`config.mk`:
```
export PLATFORM = sky130hd
export DESIGN_NAME = rom_stream_sequencer
export DESIGN_NICKNAME = d
export VERILOG_FILES = /design/src/rtl/rom_stream_sequencer.sv
export SDC_FILE = /design/constraint.sdc
export NUM_CORES = 1
export LEC_CHECK = 0
export ABC_CLOCK_PERIOD_IN_PS = 1800
export CORE_ASPECT_RATIO = 0.8
export CORE_MARGIN = 10
export CORE_UTILIZATION = 40
export CTS_CLUSTER_SIZE = 12
export DETAILED_ROUTE_END_ITERATION = 6
export PLACE_DENSITY_LB_ADDON = 0.05
export REMOVE_ABC_BUFFERS = 1
export SKIP_CTS_REPAIR_TIMING = 1
export SLEW_MARGIN = 20
export SYNTH_ARGS = -nofsm -noshare
export SYNTH_HDL_FRONTEND = slang
export SYNTH_SLANG_ARGS = --single-unit
```
`constraint.sdc`:
```
create_clock -name clk -period 1.8 [get_ports clk]
set_input_delay 0.18 -clock clk [delete_from_list [all_inputs] [get_ports clk]]
set_output_delay 0.18 -clock clk [all_outputs]
set_load 0.05 [all_outputs]
```
`src/rtl/rom_stream_sequencer.sv`:
```
// Streams the contents of an asynchronous single-port ROM onto a valid/ready output.
// Supports one-shot or looping passes over addresses 0..LAST_ADDR, with a graceful stop.
module rom_stream_sequencer #(
  parameter int unsigned DATA_WIDTH = 8,
  parameter int unsigned ADDR_WIDTH = 3,
  parameter int unsigned LAST_ADDR  = 2**ADDR_WIDTH - 1
) (
  input  logic                  clk,
  input  logic                  rst_n,
  input  logic                  start,
  input  logic                  loop,
  input  logic                  stop,
  output logic [ADDR_WIDTH-1:0] rom_addr,
  input  logic [DATA_WIDTH-1:0] rom_q,
  output logic [DATA_WIDTH-1:0] m_data,
  output logic                  m_valid,
  input  logic                  m_ready,
  output logic                  busy,
  output logic                  done,
  output logic [ADDR_WIDTH:0]   word_count
);

  localparam int unsigned CNT_WIDTH = ADDR_WIDTH + 1;
  localparam logic [ADDR_WIDTH-1:0] LAST = ADDR_WIDTH'(LAST_ADDR);

  typedef enum logic [1:0] {
    S_IDLE  = 2'd0,
    S_FETCH = 2'd1,
    S_HOLD  = 2'd2
  } state_t;

  state_t                r_state;
  logic [ADDR_WIDTH-1:0] r_rom_addr;
  logic [DATA_WIDTH-1:0] r_m_data;
  logic                  r_m_valid;
  logic                  r_busy;
  logic                  r_done;
  logic [CNT_WIDTH-1:0]  r_word_count;
  logic                  r_stop_req;

  state_t                w_state;
  logic [ADDR_WIDTH-1:0] w_rom_addr;
  logic [DATA_WIDTH-1:0] w_m_data;
  logic                  w_m_valid;
  logic                  w_busy;
  logic                  w_done;
  logic [CNT_WIDTH-1:0]  w_word_count;
  logic                  w_stop_req;
  logic                  w_xfer;

  assign w_xfer = r_m_valid & m_ready;

  // State and output registers
  always_ff @(posedge clk or negedge rst_n) begin
    if (!rst_n) begin
      r_state      <= S_IDLE;
      r_rom_addr   <= '0;
      r_m_data     <= '0;
      r_m_valid    <= 1'b0;
      r_busy       <= 1'b0;
      r_done       <= 1'b0;
      r_word_count <= '0;
      r_stop_req   <= 1'b0;
    end else begin
      r_state      <= w_state;
      r_rom_addr   <= w_rom_addr;
      r_m_data     <= w_m_data;
      r_m_valid    <= w_m_valid;
      r_busy       <= w_busy;
      r_done       <= w_done;
      r_word_count <= w_word_count;
      r_stop_req   <= w_stop_req;
    end
  end

  // Next-state and next-output logic
  always_comb begin
    w_state      = r_state;
    w_rom_addr   = r_rom_addr;
    w_m_data     = r_m_data;
    w_m_valid    = r_m_valid;
    w_busy       = r_busy;
    w_done       = 1'b0;
    w_word_count = r_word_count;
    w_stop_req   = r_stop_req;

    case (r_state)
      S_IDLE: begin
        if (start) begin
          w_state      = S_FETCH;
          w_rom_addr   = '0;
          w_word_count = '0;
          w_stop_req   = 1'b0;
          w_busy       = 1'b1;
        end
      end
      S_FETCH: begin
        // rom_q is already valid for the registered address, so capture directly
        w_m_data  = rom_q;
        w_m_valid = 1'b1;
        w_state   = S_HOLD;
        if (stop) w_stop_req = 1'b1;
      end
      S_HOLD: begin
        if (w_xfer) begin
          w_word_count = r_word_count + CNT_WIDTH'(1);
          w_m_valid    = 1'b0;
          if (r_stop_req || stop) begin
            w_state = S_IDLE;
            w_done  = 1'b1;
            w_busy  = 1'b0;
          end else if (r_rom_addr != LAST) begin
            w_rom_addr = r_rom_addr + ADDR_WIDTH'(1);
            w_state    = S_FETCH;
          end else if (loop) begin
            w_rom_addr = '0;
            w_state    = S_FETCH;
          end else begin
            w_rom_addr = '0;
            w_state    = S_IDLE;
            w_done     = 1'b1;
            w_busy     = 1'b0;
          end
        end else if (stop) begin
          w_stop_req = 1'b1;
        end
      end
      default: begin
        w_state   = S_IDLE;
        w_m_valid = 1'b0;
        w_busy    = 1'b0;
      end
    endcase
  end

  assign rom_addr   = r_rom_addr;
  assign m_data     = r_m_data;
  assign m_valid    = r_m_valid;
  assign busy       = r_busy;
  assign done       = r_done;
  assign word_count = r_word_count;

endmodule

```
==> impl.org <==
** Global routing
- Maximum number of pins on one net before global-route repair :: 22
- First-pass GRT wire length :: 3910 um
- Summed over all layers, the global routing overflow is 0.
- Aggregate global-route resource usage :: 9.55%
- Via count of the first global-routing pass :: 840
- Initial antenna violation count :: 0

** Min path
- HP Class :: in2async

** Logic synthesis
- Post-synthesis sequential area ratio :: 52.0%
- In the post-synthesis netlist, the biggest area contributors are dfrtp_1 (52%), mux2_2 (12%), ha_1 (8.7%).
- Of all cell types, the one taking the most synthesized area is dfrtp_1.
- After synthesis, the largest area contributor takes up 52.0% of total cell area.
- After technology mapping, the gate count stands at 85.
- Flip-flop and latch count after synthesis :: 21
- Synth Warn # :: 0
- Post-synthesis instance area :: about 1000 um^2
- Netlist cell types :: 25
- Per-instance average area after synthesis :: 11.9 um^2

** Power
- In this run the static leakage power is 0.709 nW.
- Sw Ratio :: between 40% and 50%
- The clock network accounts for 8.5% of the total power.
- Reported net switching power :: between 0.001 and 0.0015 W
- Dividing total power by cell area gives a power density of 1800 nW/um^2.
- Combinational share of power :: about 63%
- Internal power :: 0.00146 W
- The share of total power dissipated in sequential elements is 28.3%.
- Peak VDD IR :: 0.000985 V

** Final layout
- Commonest cells after routing, fill and taps aside :: clkdlybuf4s50_1 (28), dfrtp_1 (21), mux2_2 (10), buf_4 (9), nor2_1 (7)
- The post-route netlist has a little under a quarter of its cells at a drive strength greater than 1.
- The area growth from synthesis to layout is 47.8%.
- The final layout contains 149 nets.
- Most common cell after layout, fill and taps aside :: clkdlybuf4s50_1
- The number of antenna diodes in the final layout is 0.
- Post-layout instance count excluding filler cells :: 163
- Fillers :: 207

** Placed design
- Detail Placement HPWL :: 1890 um
- Port Buffer Count :: 31
- GP Congestion :: 0.749
- Once placement completed, the tool counted placed cells totaling 158.

** Clock network
- The clock net in this run drives a total of 21 sinks.
- Clk root buf :: clkbuf_4
- At the later pin of the worst-skew pair, clock insertion delay measures roughly 0.30 ns.
- CTS Buf Count :: 3
- Max clock buf depth :: 2
- Clock-pin transition on the worst setup and hold timing paths :: 0.12 ns
- In this run the number of H-tree levels came out at 1.
- Clock tree from TritonCTS :: built

** Timing
- Maximum clock skew at final layout :: 0.00917 ns
- Time the final worst path needs with I/O delays and setup :: approximately 1.8 ns
- Final hold analysis gives a worst-case slack of 0.202 ns.
- Headroom to the max-slew limit came out at between 60% and 70%.
- The number of slew-limit violations in the final report was 0.
- Period Utilization, post-route :: a little over nine tenths
- At the pin with the least slew margin, the transition time is 0.516 ns.
- Endpoints failing hold :: 0
- Final setup violation count :: 0
- Unrepaired setup endpoints after global routing :: false
- Max Freq :: 570 MHz

** Worst setup path
- Maximum fanout along the worst path :: 5
- The critical path in this run is classified as reg2reg.
- Data required time at the worst endpoint :: around 2.0 ns
- Sort of element at the end of the critical path :: flip-flop
- Startpoint type of the worst setup path :: flip-flop
- Data arrives at the worst endpoint at 1.95 ns.

** Route
- Total wire length :: 2500 um
- In this run, the number of DRC markers left after iteration 0 of detailed routing was 37.
- Number of vias in the routed layout :: slightly above 800
- Remaining DRCs :: 0
- After detailed routing, the number of vias per cell comes to 5.02.
- The first TritonRoute pass finished after 4 iterations.
- Routed wire per std cell :: 15.3 um
- Antenna-violating nets left :: 0

** Die
- In this run the core area contains 16 standard-cell rows.
- The floorplan step set the die width to about 76 um.
- Area of the core :: 2420 um^2
- Vertical extent of the die :: roughly 65 um
- The die covers between 4000 and 5000 um^2.
- Effective utilization at floorplan :: about two fifths
- For this design the top-level I/O count stands at 32.

** Run status
- The run finished with clean final reports.

** Job
- Count of maximum capacitance violations :: 0
==> synthesized netlist by cell type <==
library cell	number
ha_1	7
nor2b_4	1
nor3_1	1
o31ai_1	1
buf_2	1
nand2b_1	2
a21o_1	1
or3_1	1
nand3b_1	1
a21oi_1	1
dfrtp_1	21
o21ai_0	3
a211o_4	1
nor2_1	7
mux2_2	11
a311oi_1	1
clkbuf_1	1
or4b_1	1
nor2b_1	1
a32o_1	2
a22o_1	2
inv_1	3
nand3_1	5
a31oi_1	3
nand2_1	6
==> worst max-delay path: stages (launching register included) <==
cell      delay (ns)
dfrtp_1         0.44
inv_2           0.08
ha_4            0.18
nor2b_4         0.14
a21o_1          0.18
a311oi_2        0.28
mux2_4          0.33
==> flip-flops by register name, summed over array words and instances (netlist names) <==
signal and count:
busy 1, done 1, m_data 8, m_valid 1
r_state 2, r_stop_req 1, rom_addr 3, word_count 4
==> cell families (layout without fill, tap and decap cells) <==
group	after synthesis	after routing	share of synthesized area (%)
buf+inv	5	47	1.98
simple gates	26	26	13.4
compound gates	15	15	11.6
fa+ha+maj	7	7	8.67
mux	11	11	12.3
flops	21	21	52.0
==> final cells by class <==
class	count	area, um^2	share of cell area (%)
multi-input cells	59	499	33.4
clock buffers	4	26.3	1.76
well taps	36	45.0	3.02
repair buffers	40	385	25.8
inverters	3	11.3	0.754
flip-flops and latches	21	526	35.2
==> through the flow <==
step / total power [W] / area, um^2 / setup TNS (ns) / worst slack (ns) / utilization (%)
global route: 0.00284 / 1490 / 0 / 0.00232 / 61.6
floorplan: 0.00179 / 1000 / -0.0800 / -0.0577 / -
detailed placement: 0.00237 / 1420 / -0.110 / -0.105 / 58.5
global placement: 0.00233 / 1420 / -0.0117 / -0.0117 / 58.5
CTS: 0.00260 / 1440 / -0.151 / -0.130 / 59.6
finish: 0.00268 / 1490 / 0 / 0.0461 / 61.6
==> power by group through the flow <==
stage | clock network (W) | registers, W | logic (W)
after detailed placement | 0 | 0.000765 | 0.00160
after floorplan | 0 | 0.00123 | 0.000553
after global routing | 0.000255 | 0.000785 | 0.00180
after CTS | 0.000238 | 0.000754 | 0.00161
final | 0.000228 | 0.000758 | 0.00169
after global placement | 0 | 0.000753 | 0.00158
==> final timing paths <==
kind | startpoint | end | slack (ns) | cells after the start
worst max-delay path | r_state[1] | busy | 0.05 | 6
worst min-delay path | rst_n | rom_addr[2] | 0.20 | 2
worst min register to register | m_data[7] | m_data[7] | 0.52 | 1
max in group asynchronous | rst_n | m_valid | 1.37 | 2
min in group clk | rom_q[7] | m_data[7] | 0.48 | 2
worst max register to register | r_state[1] | busy | 0.05 | 6
==> metal layers <==
layer  vias to the layer above  track usage, %  wire (um)
met3                         2            4.82        163
met2                        20            15.5       1200
met1                       405            10.9       1110
met4                         0            2.78         17
li1                        391               -          -
met5                         -               0          0
No activity file was read; power rests on OpenSTA's default activity.
==> RTL edit (same settings) <==
`r_m_data` no longer has a reset.
--- a/src/rtl/rom_stream_sequencer.sv
+++ b/src/rtl/rom_stream_sequencer.sv
@@ -57,3 +57,2 @@
       r_rom_addr   <= '0;
-      r_m_data     <= '0;
       r_m_valid    <= 1'b0;
@@ -66,3 +65,2 @@
       r_rom_addr   <= w_rom_addr;
-      r_m_data     <= w_m_data;
       r_m_valid    <= w_m_valid;
@@ -73,2 +71,6 @@
     end
+  end
+
+  always_ff @(posedge clk) begin
+    r_m_data <= w_m_data;
   end
Formal check against the unedited RTL: differs if rst_n is asserted again (counterexample within 4 cycles, from zero or initial values and one cycle with rst_n low); with rst_n held inactive, the same outputs for 10 cycles.
==> RTL edit against the unedited design <==
  * Area after synthesis decreased by 1.6%
  * Sequential power grew 3.3%
  * Power shrank 11%
  * Hold slack gained 52 ps
  * Final area fell by 5.1%
  * Die area fell by 1.1%
  * Wire length shrank 9.6%
  * Global-route usage is 0.29 points higher
  * Sequential share of layout area is 4.7 points higher
  * Count of clock-buffer cells in the layout unchanged
  * Worst setup slack better by 40 ps
  * Sequential cell count unchanged
  * Combinational power fell by 19%
  * Critical endpoint is now rom_addr[1]
==> RTL edit: results <==
export IMPL_clkTransAtPathRegs_ps=120
export IMPL_gp_congestion=0.749
export IMPL_h_tree_depth=1
export IMPL_synth_edf_count=8
export IMPL_arrival_ps=1530
export IMPL_ys_seq_area_share_pct=56.9
export IMPL_dp_hpwl_um=1780
export IMPL_post_place_ws_ps=130
export IMPL_drt_initial_drc_count=48
export IMPL_async_flop_share_pct=61.9
export IMPL_fin_nets=147
export IMPL_hold_path_class="in -> async"
export IMPL_wl_per_cell_um=14.8
export IMPL_synth_adder_area_share_pct=8.82
export IMPL_synth_area_leaders="dfrtp_1 (33%), edfxtp_1 (24%), ha_1 (8.8%)"
export IMPL_cpPeakStageDelay_ps=820
export IMPL_largest_register_ffs=8
export IMPL_yosys_area_share_xor_xnor_pct=0
export IMPL_grt_max_degree=14
export IMPL_drt_pass1_iter_count=4
export IMPL_antenna_found_initial=0
export IMPL_syn_area_per_cell_um2=11.6
export IMPL_cpLargestDelayFamily="buffers and inverters"
export IMPL_cts_buffers=3
export IMPL_grtUsageTotal_pct=9.84
export IMPL_cts_buffer_depth=2
export IMPL_cp_max_fo=4
export IMPL_ys_warn_count=0
export IMPL_status="completed"
export IMPL_antenna_cells=0
export IMPL_drive_gt1_share_pct=13.6
export IMPL_synth_compound_area_share_pct=11.6
export IMPL_clock_latency_ps=300
export IMPL_slew_limit_headroom_pct=57.6
export IMPL_grt_pass1_wl_um=3750
export IMPL_crit_slowest_cell="clkdlybuf4s50_1"
export IMPL_yosys_top_cells_count="dfrtp_1 (13), nand2_1 (12), edfxtp_1 (8), ha_1 (7), nor2_1 (7)"
export IMPL_clockRootBuffer="clkbuf_4"
export IMPL_vias=795
export IMPL_ys_types=24
export IMPL_fillers=215
export IMPL_port_buffers=31
export IMPL_p_leak_nw=0.676
export IMPL_ir_worst_vdd_v=0.000829
export IMPL_grt_pass1_vias=781
export IMPL_fin_skew_ps=8.64
export IMPL_synth_mux_area_fraction_pct=4.41
export IMPL_routed_wl_um=2260
## RTL edit: per-stage QoR
stage	setup TNS (ps)	instance area, um2	util [%]
final	0	1420	59.0
after global routing	0	1420	59.0
after CTS	0	1400	58.1
after detailed placement	0	1370	57.0
after global placement	0	1370	57.0
after floorplan	-169	975	-
## RTL edit: final timing paths
kind                       slack (ps)  cells after the start            end        start
max                                90                      1    rom_addr[1]  rom_addr[1]
min                               250                      1     r_state[0]        rst_n
max reg2reg                       130                      6  word_count[3]   r_state[0]
min reg2reg                       530                      1           busy         busy
max in group asynchronous        1140                      1     r_state[1]        rst_n
min in group clk                  430                      1      m_data[1]     rom_q[1]
## RTL edit: cell families (layout without fill, tap and decap cells)
| group | Yosys count | count (layout) |
|---|---|---|
| AO/OA/AOI/OAI | 16 | 16 |
| adder cells (fa/ha/maj) | 7 | 7 |
| buffers and inverters | 6 | 45 |
| flip-flops | 21 | 21 |
| multiplexers | 4 | 4 |
| AND/OR/NAND/NOR | 32 | 32 |
## RTL edit: routing by layer
layer	global-route usage, %	part of all wire, %	vias up
met5	0	0	-
met4	2.08	0.84	0
met3	6.09	9.8	4
met2	14.4	44	23
met1	12.0	45	375
li1	-	-	393
## RTL edit: worst reg2reg max path, stage by stage (launching register included)
cell and delay, ps:
dfrtp_1 410, inv_1 80, ha_2 210, mux2i_2 170, a21o_1 180, or4b_1 470, nand3_1 100
## RTL edit: where the power goes
part | total, W | switching (W) | internal [W]
logic | 0.00137 | 0.000851 | 0.000523
clock network | 0.000225 | 0.000138 | 0.0000864
registers | 0.000783 | 0.000107 | 0.000676
total | 0.00238 | 0.00110 | 0.00129
## RTL edit: area by class of cell
cell class	instances	area [um2]	share of cell area, %
inverters	3	11.3	0.795
well taps	27	33.8	2.39
flip-flops and latches	21	566	39.9
repair buffers	38	373	26.3
clock buffers	4	26.3	1.86
multi-input cells	59	407	28.7
